`src/rtl/keyboard_pkg.sv`:
```
// keyboard_pkg: shared key-event format, PS/2 byte constants and framer state encoding.
package keyboard_pkg;
  localparam logic [15:0] RELEASED   = 16'hF000;
  localparam logic [7:0]  PS2_EXT    = 8'hE0;
  localparam logic [7:0]  PS2_BRK    = 8'hF0;
  localparam logic [7:0]  PS2_BAT    = 8'hAA;
  localparam logic [7:0]  PS2_ACK    = 8'hFA;
  localparam logic [7:0]  PS2_RESEND = 8'hFE;
  localparam logic [7:0]  PS2_ERR0   = 8'h00;
  localparam logic [7:0]  PS2_ERR1   = 8'hFF;
  typedef enum logic [1:0] {IDLE, EXT, BRK, EXT_BRK} framer_state_t;
endpackage

```
`src/rtl/ps2_scancode_framer_if.sv`:
```
// ps2_scancode_framer_if: receiver byte stream in, framed key events out.
interface ps2_scancode_framer_if;
  logic [7:0]  rx_data;
  logic        rx_valid;
  logic [31:0] key_code;
  logic        key_valid;
  logic        frame_err;
  modport master(output rx_data, rx_valid, input key_code, key_valid, frame_err);
  modport slave(input rx_data, rx_valid, output key_code, key_valid, frame_err);
endinterface

```
`src/rtl/ps2_scancode_framer_timer.sv`:
```
// ps2_prefix_timer: loadable down-counter flagging an expired inter-byte gap.
module ps2_prefix_timer #(
  parameter int CYCLES = 650_000,
  localparam int W = CYCLES > 1 ? $clog2(CYCLES) : 1
) (
  input  logic clk,
  input  logic rst_n,
  input  logic clr,
  input  logic en,
  output logic expired
);
  logic [W-1:0] cnt;
  always_ff @(posedge clk or negedge rst_n)
    if (!rst_n) cnt <= '0;
    else if (clr) cnt <= W'(CYCLES - 1);
    else if (en) cnt <= cnt - W'(1);
  assign expired = en && !clr && cnt == '0;
endmodule

```
`src/rtl/ps2_scancode_framer.sv`:
```
// ps2_scancode_framer: sequences E0/F0 prefixes into 32-bit key events with timeout and repeat filtering.
module ps2_scancode_framer
  import keyboard_pkg::*;
#(
  parameter int TIMEOUT_CYCLES = 650_000,
  parameter int REPEAT_FILTER  = 1
) (
  input logic clk,
  input logic rst_n,
  ps2_scancode_framer_if.slave bus
);
  framer_state_t state, nxt;
  logic [15:0] held_code, code;
  logic held_vld, expired, ext_st, brk_st, prefix, bad, ign, data, rpt, emit;
  logic [7:0] b;
  assign b      = bus.rx_data;
  assign ext_st = state == EXT || state == EXT_BRK;
  assign brk_st = state == BRK || state == EXT_BRK;
  assign prefix = b == PS2_EXT || b == PS2_BRK;
  assign bad    = b == PS2_ERR0 || b == PS2_ERR1 || (brk_st && prefix) || (state == EXT && b == PS2_EXT);
  assign ign    = state == IDLE && (b == PS2_BAT || b == PS2_ACK || b == PS2_RESEND);
  assign data   = bus.rx_valid && !bad && !ign && !(!brk_st && prefix);
  assign code   = {ext_st ? PS2_EXT : 8'h00, b};
  assign rpt    = !brk_st && held_vld && code == held_code;
  assign emit   = data && !(rpt && REPEAT_FILTER != 0);
  assign nxt = !bus.rx_valid ? (expired ? IDLE : state) :
               (state == IDLE && b == PS2_EXT) ? EXT :
               (state == IDLE && b == PS2_BRK) ? BRK :
               (state == EXT && b == PS2_BRK) ? EXT_BRK : IDLE;
  // The timer reloads on every byte and idles in IDLE, so any gap is measured from the last byte.
  ps2_prefix_timer #(.CYCLES(TIMEOUT_CYCLES)) u_timer (
    .clk(clk), .rst_n(rst_n), .clr(bus.rx_valid || state == IDLE), .en(state != IDLE), .expired(expired)
  );
  always_ff @(posedge clk or negedge rst_n)
    if (!rst_n) begin
      state         <= IDLE;
      held_code     <= '0;
      held_vld      <= 1'b0;
      bus.key_code  <= '0;
      bus.key_valid <= 1'b0;
      bus.frame_err <= 1'b0;
    end else begin
      state         <= nxt;
      bus.key_valid <= emit;
      bus.frame_err <= bus.rx_valid ? bad : expired;
      if (emit) bus.key_code <= {brk_st ? RELEASED : 16'h0000, code};
      if (data && !brk_st && !rpt) begin
        held_code <= code;
        held_vld  <= 1'b1;
      end
      if (data && brk_st && code == held_code) held_vld <= 1'b0;
    end
endmodule

```
`src/flat_wrapper.sv`:
```
// flat-port wrapper written by rule: the top's interface ports become plain ports
module ps2_scancode_framer_flat import keyboard_pkg::*;
#(
  parameter int TIMEOUT_CYCLES = 650_000,
  parameter int REPEAT_FILTER  = 1
)
  (clk, rst_n, bus_rx_data, bus_rx_valid, bus_key_code, bus_key_valid, bus_frame_err);
  ps2_scancode_framer_if bus_i ();
  input logic clk;
  input logic rst_n;
  input wire logic [$bits(bus_i.rx_data)-1:0] bus_rx_data;
  input wire logic [$bits(bus_i.rx_valid)-1:0] bus_rx_valid;
  output wire logic [$bits(bus_i.key_code)-1:0] bus_key_code;
  output wire logic [$bits(bus_i.key_valid)-1:0] bus_key_valid;
  output wire logic [$bits(bus_i.frame_err)-1:0] bus_frame_err;
  assign bus_i.rx_data = bus_rx_data;
  assign bus_i.rx_valid = bus_rx_valid;
  assign bus_key_code = bus_i.key_code;
  assign bus_key_valid = bus_i.key_valid;
  assign bus_frame_err = bus_i.frame_err;
  ps2_scancode_framer #(.TIMEOUT_CYCLES(TIMEOUT_CYCLES), .REPEAT_FILTER(REPEAT_FILTER)) u_core (.clk(clk), .rst_n(rst_n), .bus(bus_i));
endmodule
```
`config.mk`:
```
export PLATFORM = sky130hd
export DESIGN_NAME = ps2_scancode_framer_flat
export DESIGN_NICKNAME = d
export VERILOG_FILES = /design/src/rtl/keyboard_pkg.sv /design/src/rtl/ps2_scancode_framer_if.sv /design/src/rtl/ps2_scancode_framer_timer.sv /design/src/rtl/ps2_scancode_framer.sv /design/src/flat_wrapper.sv
export SDC_FILE = /design/constraint.sdc
export NUM_CORES = 1
export LEC_CHECK = 0
export ABC_AREA = 0
export CAP_MARGIN = 0
export CORE_MARGIN = 5
export CORE_UTILIZATION = 50
export CTS_BUF_LIST = sky130_fd_sc_hd__clkbuf_2 sky130_fd_sc_hd__clkbuf_4 sky130_fd_sc_hd__clkbuf_8
export CTS_CLUSTER_DIAMETER = 60
export DETAILED_ROUTE_END_ITERATION = 16
export MAX_ROUTING_LAYER = met4
export PLACE_DENSITY_LB_ADDON = 0.2
export SLEW_MARGIN = 20
export SYNTH_ARGS = -nofsm -noshare
export SYNTH_HDL_FRONTEND = slang
export SYNTH_SLANG_ARGS = --single-unit
```
`constraint.sdc`:
```
create_clock -name clk -period 3 [get_ports clk]
set_input_delay 0.3 -clock clk [delete_from_list [all_inputs] [get_ports clk]]
set_output_delay 0.3 -clock clk [all_outputs]
set_load 0.01 [all_outputs]
```
Yosys cells after proc, flatten, opt, wreduce, memory -nomap -nowiden
Index checks and enable logic that the tools add are counted.
{"block": "word_totals", "output_inout_bits": 34, "reg_bits": 73, "input_bits": 11, "romBits": 0, "latchBits": 0, "memories": 0, "ramBits": 0}
{"block": "op_classes", "mux": 12, "n_bitwise": 0, "n_addsub": 1, "multipliers": 0, "shift": 0, "reduce_logical": 41, "eq_ne": 10, "div": 0, "magnitude_cmp": 0}
{"cell": "$eq A8 B8 Y1 const B", "count": 6}
{"cell": "$mux W20", "count": 2}
{"cell": "$logic_not A20 Y1", "count": 1}
{"cell": "$sub A20 B1 Y20 const B", "count": 1}
{"cell": "$logic_and A1 B1 Y1", "count": 19}
{"cell": "$eq A16 B16 Y1", "count": 1}
{"cell": "$mux W16", "count": 1}
{"cell": "$mux W2", "count": 5}
{"cell": "$logic_or A1 B1 Y1", "count": 9}
{"cell": "$logic_not A8 Y1", "count": 1}
{"cell": "$mux W8", "count": 1}
{"cell": "$reduce_bool A2 Y1", "count": 4}
{"cell": "$logic_not A1 Y1", "count": 6}
{"cell": "$eq A2 B2 Y1 const B", "count": 2}
{"cell": "$mux W1", "count": 3}
{"cell": "$eq A2 B1 Y1 const B", "count": 1}
{"cell": "$logic_not A2 Y1", "count": 1}

Longest topological paths before layout
Gate-level depths: netlist of the first run.
{"block": "logic_depth", "word_depth": 13, "mapped_depth": 8}

Modules after synthesis
Synthesis of the first run repeated with hierarchy kept, for this count alone.
{"block": "hier_totals", "cells_unflattened": 229, "area_unflattened_um2": 2514.9}
{"module": "ps2_scancode_framer", "area_each_um2": 1448.9, "seq_area_each_um2": 600.6, "cells_each": 120, "n_inst": 1}
{"module": "ps2_prefix_timer", "area_each_um2": 1066.0, "seq_area_each_um2": 500.5, "cells_each": 109, "n_inst": 1}

Worst setup path before layout of the first run
No wires, ideal clock.
{"block": "synth_timing", "path_kind": "register to register", "startpoint": "reg u_core.u_timer.cnt[0]", "endpoint": "reg u_core.state[0]", "t_arrival_ps": 1992, "path_slack_ps": 888, "setup_time_ps": 120, "path_stages_with_launch": 9, "n_path_buf": 1, "required_time_ps": 2880, "synth_period_minus_slack_ps": 2112, "path_cell_list": "dfrtp_1 -> inv_1 -> ha_1 -> or4b_1 -> buf_2 -> nand4bb_4 -> nor4_4 -> nor3b_1 -> a31o_1"}
{"block": "synth_between", "elab_chain_cells": 3}
{"item": "start: declaration", "line_no": "ps2_scancode_framer_timer.sv:12", "source": "logic [W-1:0] cnt;"}
{"item": "start signal: assignment", "line_no": "ps2_scancode_framer_timer.sv:15", "source": "else if (clr) cnt <= W'(CYCLES - 1);"}
{"item": "start signal: assignment", "line_no": "ps2_scancode_framer_timer.sv:16", "source": "else if (en) cnt <= cnt - W'(1);"}
{"item": "$logic_not A20 Y1", "line_no": "ps2_scancode_framer_timer.sv:17", "source": "assign expired = en && !clr && cnt == '0;"}
{"item": "$logic_and A1 B1 Y1", "line_no": "ps2_scancode_framer_timer.sv:17"}
{"item": "$reduce_bool A2 Y1 (no line)"}
{"item": "end signal: assignment", "line_no": "ps2_scancode_framer.sv:43", "source": "state <= nxt;"}
{"item": "end: declaration", "line_no": "ps2_scancode_framer.sv:12", "source": "framer_state_t state, nxt;"}
Every way passes these cells.
A chain may end at the register's enable or synchronous reset.

Worst setup path in the final report of the first run
{"block": "layout_timing", "startpoint": "in bus_rx_data[1]", "endpoint": "reg u_core.bus.key_code[5]"}
{"block": "layout_between", "elab_chain_cells": 10, "elab_cells_between_ends": 27}
{"item": "start: declaration", "line_no": "flat_wrapper.sv:11", "source": "input wire logic [$bits(bus_i.rx_data)-1:0] bus_rx_data;"}
{"item": "$eq A8 B8 Y1 (on tied branches)", "line_no": "ps2_scancode_framer.sv:19, ps2_scancode_framer.sv:20"}
{"item": "$logic_or A1 B1 Y1", "line_no": "ps2_scancode_framer.sv:19", "source": "assign prefix = b == PS2_EXT || b == PS2_BRK;"}
{"item": "$logic_and A1 B1 Y1", "line_no": "ps2_scancode_framer.sv:20", "source": "assign bad = b == PS2_ERR0 || b == PS2_ERR1 || (brk_st && prefix) || (state == EXT && b == PS2_EXT);"}
{"item": "$logic_or A1 B1 Y1 (2 in a row)", "line_no": "ps2_scancode_framer.sv:20"}
{"item": "$logic_not A1 Y1", "line_no": "ps2_scancode_framer.sv:22", "source": "assign data = bus.rx_valid && !bad && !ign && !(!brk_st && prefix);"}
{"item": "$logic_and A1 B1 Y1 (3 in a row)", "line_no": "ps2_scancode_framer.sv:22"}
{"item": "$logic_and A1 B1 Y1 *", "line_no": "ps2_scancode_framer.sv:25", "source": "assign emit = data && !(rpt && REPEAT_FILTER != 0);"}
{"item": "end signal: assignment", "line_no": "ps2_scancode_framer.sv:46", "source": "if (emit) bus.key_code <= {brk_st ? RELEASED : 16'h0000, code};"}
{"item": "end: declaration", "line_no": "ps2_scancode_framer_if.sv:9", "source": "modport slave(input rx_data, rx_valid, output key_code, key_valid, frame_err);"}
Mark *: on every way between the ends. The rest lies on a longest branch, timed or not.

==> results of run 1 <==
==> power groups by stage <==
stage | clock, mW | sequential (mW) | combinational (mW)
after floorplan | 0 | 0.651 | 0.0973
after global placement | 0 | 0.647 | 0.155
after detailed placement | 0 | 0.647 | 0.157
after CTS | 0.510 | 0.636 | 0.157
after global routing | 0.533 | 0.639 | 0.170
final | 0.498 | 0.636 | 0.156
==> metrics by stage <==
step,instance area (sq um),power (mW),utilization [%],instances,hold slack (ns)
floorplan,2450,0.749,-,231,0.00441
global placement,2590,0.803,55.3,284,0.474
detailed placement,2590,0.804,55.3,284,0.481
CTS,2720,1.30,58.0,292,0.187
global route,2720,1.34,58.1,292,0.0375
finish,2720,1.29,58.1,292,-0.0116
==> worst max-delay path, cell delays in order <==
cell and delay (ns):
clkdlybuf4s50_1 0.52, or4_4 0.60, o32a_4 0.40, o311ai_2 0.09, buf_4 0.24, mux2_1 0.34
==> layer usage <==
layer	wire (um)	part of all wire (%)
met4	21	0.50
met2	1710	40
met5	0	0
met3	213	5.0
met1	2280	54
==> kinds of logic (layout without fill, tap and decap cells) <==
logic type,after synthesis,count (layout),share of synthesized area [%]
and+or+nand+nor,73,73,17.9
DFF,44,44,46.0
buffers and inverters,36,43,9.77
xor gates and xnor gates,25,25,9.14
muxes,18,18,9.87
AOI/OAI and AO/OA,17,17,6.64
adders and majority gates,1,1,0.522
other,1,17,0.157
==> worst min-delay path by stage <==
stage                                             startpoint                                 end  slack, ns
after floorplan                                        rst_n      u_core.bus.frame_err$_DFF_PN0_      0.004
after global placement    u_core.bus.key_code[5]$_DFFE_PN0P_  u_core.bus.key_code[5]$_DFFE_PN0P_       0.47
after detailed placement  u_core.bus.key_code[4]$_DFFE_PN0P_  u_core.bus.key_code[4]$_DFFE_PN0P_       0.48
after CTS                                              rst_n  u_core.u_timer.cnt[11]$_DFFE_PN0P_       0.19
after global routing                                   rst_n  u_core.bus.key_code[0]$_DFFE_PN0P_       0.04
final                                                  rst_n  u_core.bus.key_code[3]$_DFFE_PN0P_      -0.01
==> flip-flops by register name (all words and copies together), names as in the netlist <==
| name | count |
|---|---|
| u_core.held_vld | 1 |
| u_core.held_code | 9 |
| u_core.bus.key_valid | 1 |
| u_core.bus.frame_err | 1 |
| u_core.state | 2 |
| u_core.u_timer.cnt | 20 |
| u_core.bus.key_code | 10 |
==> area by class of cell <==
cell class / instances / area, sq um
clock buffers: 7 / 96.3
well taps: 54 / 67.6
fillers: 406 / 1970
repair buffers: 30 / 290
clock inverters: 1 / 30.0
multi-input cells: 151 / 1120
flip-flops and latches: 44 / 1100
inverters: 5 / 18.8
==> cell usage in the layout (no fill, tap or decap), drive strengths merged, types with 5 or more instances in the layout <==
cell	count
nor2	12
inv	5
nor3	13
conb	17
dfrtp	44
xnor2	14
clkbuf	7
mux2	18
xor2	11
clkdlybuf4s50	26
nand2	19
nor4	6
==> summary.txt, run 1 <==
Die
  – Die Y: 79.2 um
  – Die ar.: 0.00627 sq mm
  – Row count: 25
  – Initial Util: 51.0%
  – Die W: 79.2 um
  – I/O pin cnt: 45
  – CORE AREA: 0.00469 sq mm

Setup path
  – Worst Path Required: 3.18 ns
  – Worst setup SP type: primary input
  – Endpoint class of the critical path: flip-flop
  – Critical path fanouts, max: 8
  – R2r setup slk: 0.69 ns
  – WS Path Type: primary input to flip-flop
  – WP data arrival: 2.51 ns
  – R2r endpoint: u_core.u_timer.cnt[14]$_DFFE_PN0P_
  – Worst r2r src: u_core.u_timer.cnt[0]$_DFFE_PN0P_
  – R2R cell count: 7
  – Last element of the critical path: u_core.bus.key_code[5]$_DFFE_PN0P_
  – Critical path origin: bus_rx_data[1]

Power and ir drop
  – Switching Share: 22.9%
  – Reg power frac: 49.3%
  – Power Internal: 0.994 mW
  – PD cells: 473 mW/mm^2
  – Worst VDD drop: 0.259 mV
  – Clock power frac: 38.6%
  – P_leak: 1.13 nW
  – P_sw: 0.296 mW
  – Combinational fraction of design power: 12.1%

Timing
  – Final period utilization: 77.5%
  – Setup-failing EPs final: 0
  – Setup_tns: 0 ns
  – Max Clock Freq: 0.430 GHz
  – Relative slew margins: 46.7%
  – Skew final: 0.00531 ns
  – Hold slack: -0.0116 ns
  – Final Hold Fails: 36
  – Worst setup margin: 0.675 ns
  – Actual slew at the worst max-slew pin: 0.797 ns
  – Fin. max-slew vios: 0
  – Min Clock Period, post-route: 2.32 ns
  – RSZ-0062 raised after global routing: no

Detailed routing
  – Routed length per placed instance: 14.5 um
  – Final ANT Viol Nets: 0
  – Routed WL: 4230 um
  – Pre-antenna DRT Iters: 6
  – Via count: 1,520
  – DR DRC count: 0
  – Initial DRC count: 76
  – Via density: 5.21

Placement
  – Pre-CTS WS: 0.373 ns
  – DP HPWL: 2990 um
  – Global placer's final weighted congestion: 0.775
  – Port Buffers: 27

Global route
  – Largest net degree at the start of global routing: 45
  – GRT Resource Usage Total: 15.0%
  – GR met2 Demand/Resource: 19.2%
  – GRT Residual Overflow: 0
  – Met1 global-route usage: 23.1%
  – Vias in the first global route: 1,455
  – Top Usage Layer GRT: met1
  – Met3 usage: 3.63%
  – First-pass GRT wire length: 7220 um
  – Initial antenna violation count: 0

Clocking
  – Htree depth: 2
  – CTS Sinks: 44
  – CTS root buffer: clkbuf_8
  – Worst-path clk slew: 0.08 ns
  – Setup Buffers After CTS: 0
  – Latest clock arrival within the worst-skew pair: 0.30 ns
  – Post_cts resized: 0
  – CTS tree: yes
  – CTS Hold Bufs: 0
  – CTS Buf Count: 5
  – Max Root-Sink Buffers: 2

Synth
  – Yosys top cell area share: 46.0%
  – Post-synth top cells: dfrtp_1 (44), buf_4 (22), nand2_1 (19)
  – Post-synth ARST share: 100%
  – Seq/Total Area, Yosys: 46.0%
  – Count leader, synth: dfrtp_1
  – Post-synth EDFFs: 0
  – Flops & latches, synth: 44
  – Syn Inst Count: 215
  – Synth area leader: dfrtp_1
  – Post-synth cell types: 48
  – Yosys warns: 0
  – Netlist Area Pre-Place: 0.00239 sq mm
  – Area contributors post-synth: dfrtp_1 (46%), buf_4 (6.9%), mux2_4 (5.6%), xnor2_1 (5.1%), mux2_1 (4.2%)
  – Ys flop type: dfrtp_1
  – Mean Syn Cell Area: 11.1 sq um

Run status
  – Outcome: finished with violations
  – Violated checks: negative hold slack

Hold path
  – Hold Path Class: primary input to async pin

Cells and area
  – Ant diodes: 0
  – Syn-to-layout area delta: 13.7%
  – Nets: 249
  – Fraction of layout cells with a size suffix above 1: 12.6%

Flow run
  – Max-Cap Viols: 0
Note: power is estimated with default switching activity, not from simulation.
==> run 2: changes to the inputs <==
==> constraint.sdc (replaced) <==
create_clock -name clk -period 2.2 [get_ports clk]
set_input_delay 0.22 -clock clk [delete_from_list [all_inputs] [get_ports clk]]
set_output_delay 0.22 -clock clk [all_outputs]
set_load 0.01 [all_outputs]
==> run 2 against run 1 <==
- the flow now finishes without violations
- final area is 7.6% higher
- total power is 37% higher
- count of clock-buffer cells in the layout is 1 lower
- setup slack worse by 0.58 ns
- non-clock buffer count is 25 higher
- via count is 7.4% higher
- largest cell class unchanged
==> summary.txt, run 2 (synthesis gave the netlist of run 1 again) <==
Run status
  – Outcome: completed

Hold path
  – Hold Path Class: primary input to async pin

Power and ir drop
  – PD cells: 603 mW/mm^2 (+27%)
  – P_leak: 1.25 nW (+11%)
  – Worst VDD drop: 0.325 mV (+25%)

Placement
  – Pre-CTS WS: -0.244 ns (-0.617 ns)
  – DP HPWL: 3450 um (+15%)
  – Global placer's final weighted congestion: 0.819 (+5.6%)
  – Port Buffers: 27 (unchanged)

Setup path
  – Top cell family by delay on the critical path: buffers and inverters
  – Critical path fanouts, max: 6 (-2)
  – R2R cell count: 5 (-2)
  – WS Path Type: primary input to flip-flop
  – WP data arrival: 2.28 ns (-0.23 ns)
  – CP max stage delay: 0.53 ns (-0.07 ns)
  – Worst Path Required: 2.38 ns (-0.80 ns)
  – CP Cell Sequence: clkdlybuf4s50_1 -> or4_4 -> o32a_4 -> o311ai_2 -> buf_4 -> mux2_1
  – WP buf/inv: 2 (unchanged)
  – Last element of the critical path: u_core.bus.key_code[1]$_DFFE_PN0P_
  – Critical path origin: bus_rx_data[3]
  – CP Depth: 6 (unchanged)
  – Endpoint class of the critical path: flip-flop
  – R2r endpoint: u_core.state[0]$_DFFE_PN0P_
  – Worst r2r src: u_core.u_timer.cnt[14]$_DFFE_PN0P_
  – R2r setup slk: 0.11 ns (-0.58 ns)
  – Worst setup SP type: primary input
  – Worst path slowest cell: or4_4

Flow run
  – Max-Cap Viols: 0 (unchanged)

Timing
  – Final Hold Fails: 0 (-100%)
  – Skew final: 0.0101 ns (+0.00478 ns)
  – Setup-failing EPs final: 0 (unchanged)
  – RSZ-0062 raised after global routing: no
  – Max Clock Freq: 0.475 GHz
  – Final period utilization: 95.7%
  – Worst setup margin: 0.0947 ns (-0.581 ns)
  – Fin. max-slew vios: 0 (unchanged)
  – Min Clock Period, post-route: 2.11 ns

Die
  – I/O pin cnt: 45 (unchanged)
  – CORE AREA: 0.00469 sq mm (unchanged)
  – Die W: 79.2 um (unchanged)
  – Die Y: 79.2 um (unchanged)
  – Initial Util: 51.0% (unchanged)
  – Die ar.: 0.00627 sq mm (unchanged)
  – Row count: 25 (unchanged)

Clocking
  – CTS root buffer: clkbuf_8
  – Max Root-Sink Buffers: 2 (unchanged)
  – CTS Buf Count: 5 (unchanged)
  – Latest clock arrival within the worst-skew pair: 0.30 ns (about the same)
  – CTS tree: yes
  – CTS Sinks: 44 (unchanged)
  – Worst-path clk slew: 0.09 ns (about the same)
  – Htree depth: 2 (unchanged)
  – Setup Buffers After CTS: 0 (unchanged)

Cells and area
  – Most flop-heavy register: u_core.u_timer.cnt
  – Syn-to-layout area delta: 22.4%
  – Largest register FFs: 20 (unchanged)
  – Util after Layout: 62.5% (+4.4 points)
  – Most frequent cells in the layout: dfrtp_1 (44), clkdlybuf4s50_1 (26), buf_4 (26), nand2_1 (19), conb_1 (17)
  – Commonest non-fill, non-tap cell in the layout: dfrtp_1
  – Biggest regs: u_core.u_timer.cnt (20), u_core.bus.key_code (10), u_core.held_code (9)
  – Nets: 274 (+10%)
  – Ant diodes: 0 (unchanged)
  – Fraction of layout cells with a size suffix above 1: 21.3% (+8.7 points)

Detailed routing
  – DR DRC count: 0 (unchanged)
  – Pre-antenna DRT Iters: 4 (-2)
  – Initial DRC count: 66 (-13%)
  – Routed length per placed instance: 14.0 um (-3.3%)
  – Via density: 5.15 (-1.0%)
  – Via count: 1,633 (+7.4%)
  – Routed WL: 4440 um (+5.0%)
  – Final ANT Viol Nets: 0 (unchanged)

Global route
  – GRT Resource Usage Total: 16.3% (+1.3 points)
  – First-pass GRT wire length: 7640 um (+5.7%)
  – Vias in the first global route: 1,584 (+8.9%)
  – GRT Residual Overflow: 0 (unchanged)
  – Largest net degree at the start of global routing: 19 (-58%)
  – Initial antenna violation count: 0 (unchanged)
-- run 2: layout make-up --
cell class | instances | area (sq um)
clock buffers | 6 | 82.6
repair buffers | 55 | 490
flip-flops and latches | 44 | 1100
inverters | 5 | 18.8
multi-input cells | 151 | 1130
well taps | 54 | 67.6
fillers | 389 | 1760
clock inverters | 2 | 38.8
-- run 2: worst min-delay path by stage --
stage                      from                                  to  slack (ns)  cells after the start
after floorplan           rst_n      u_core.bus.frame_err$_DFF_PN0_       -0.08                      0
after global placement    rst_n     u_core.held_code[5]$_DFFE_PN0P_        0.16                      1
after detailed placement  rst_n     u_core.held_code[5]$_DFFE_PN0P_        0.17                      1
after CTS                 rst_n  u_core.bus.key_code[2]$_DFFE_PN0P_        0.37                      2
after global routing      rst_n  u_core.bus.key_code[2]$_DFFE_PN0P_        0.41                      2
final                     rst_n  u_core.bus.key_code[2]$_DFFE_PN0P_        0.37                      2
-- run 2: layer usage --
metal | global-route usage [%] | wire [um] | vias up
met5 | - | 0 | -
met1 | 23.4 | 2320 | 782
met3 | 4.76 | 253 | 5
met4 | 4.81 | 43 | 0
li1 | - | - | 800
met2 | 22.3 | 1820 | 46
-- run 2: report_power, final --
| group | switching, mW | internal [mW] | total (mW) |
|---|---|---|---|
| combinational | 0.110 | 0.132 | 0.242 |
| sequential | 0.0226 | 0.844 | 0.867 |
| clock | 0.286 | 0.372 | 0.658 |
-- run 2: timing repair --
action	4_1_cts	5_1_grt
hold buffers	1	0
setup endpoints to repair	0	13
gates resized for setup	0	2
hold endpoints to repair	16	0
-- run 2: metrics by stage --
step / power (mW) / std cells / TNS (ns) / cell area, sq um / hold slack [ns]
after floorplan: 1.02 / 231 / 0 / 2450 / -0.0756
after global placement: 1.12 / 308 / -3.82 / 2790 / 0.165
after detailed placement: 1.12 / 308 / -3.86 / 2790 / 0.168
after CTS: 1.78 / 317 / 0 / 2920 / 0.368
after global routing: 1.85 / 317 / 0 / 2930 / 0.412
final: 1.77 / 317 / 0 / 2930 / 0.367
==> run 3: changes to the inputs <==
--- a/config.mk
+++ b/config.mk
@@ -14,7 +14,7 @@
 export DETAILED_ROUTE_END_ITERATION = 16
 export MAX_ROUTING_LAYER = met4
 export PLACE_DENSITY_LB_ADDON = 0.2
-export SLEW_MARGIN = 20
+export SLEW_MARGIN = 40
 export SYNTH_ARGS = -nofsm -noshare
 export SYNTH_HDL_FRONTEND = slang
 export SYNTH_SLANG_ARGS = --single-unit
==> results of run 3 <==
Same layout as run 2: the final DEF is identical, and so are final timing and power.
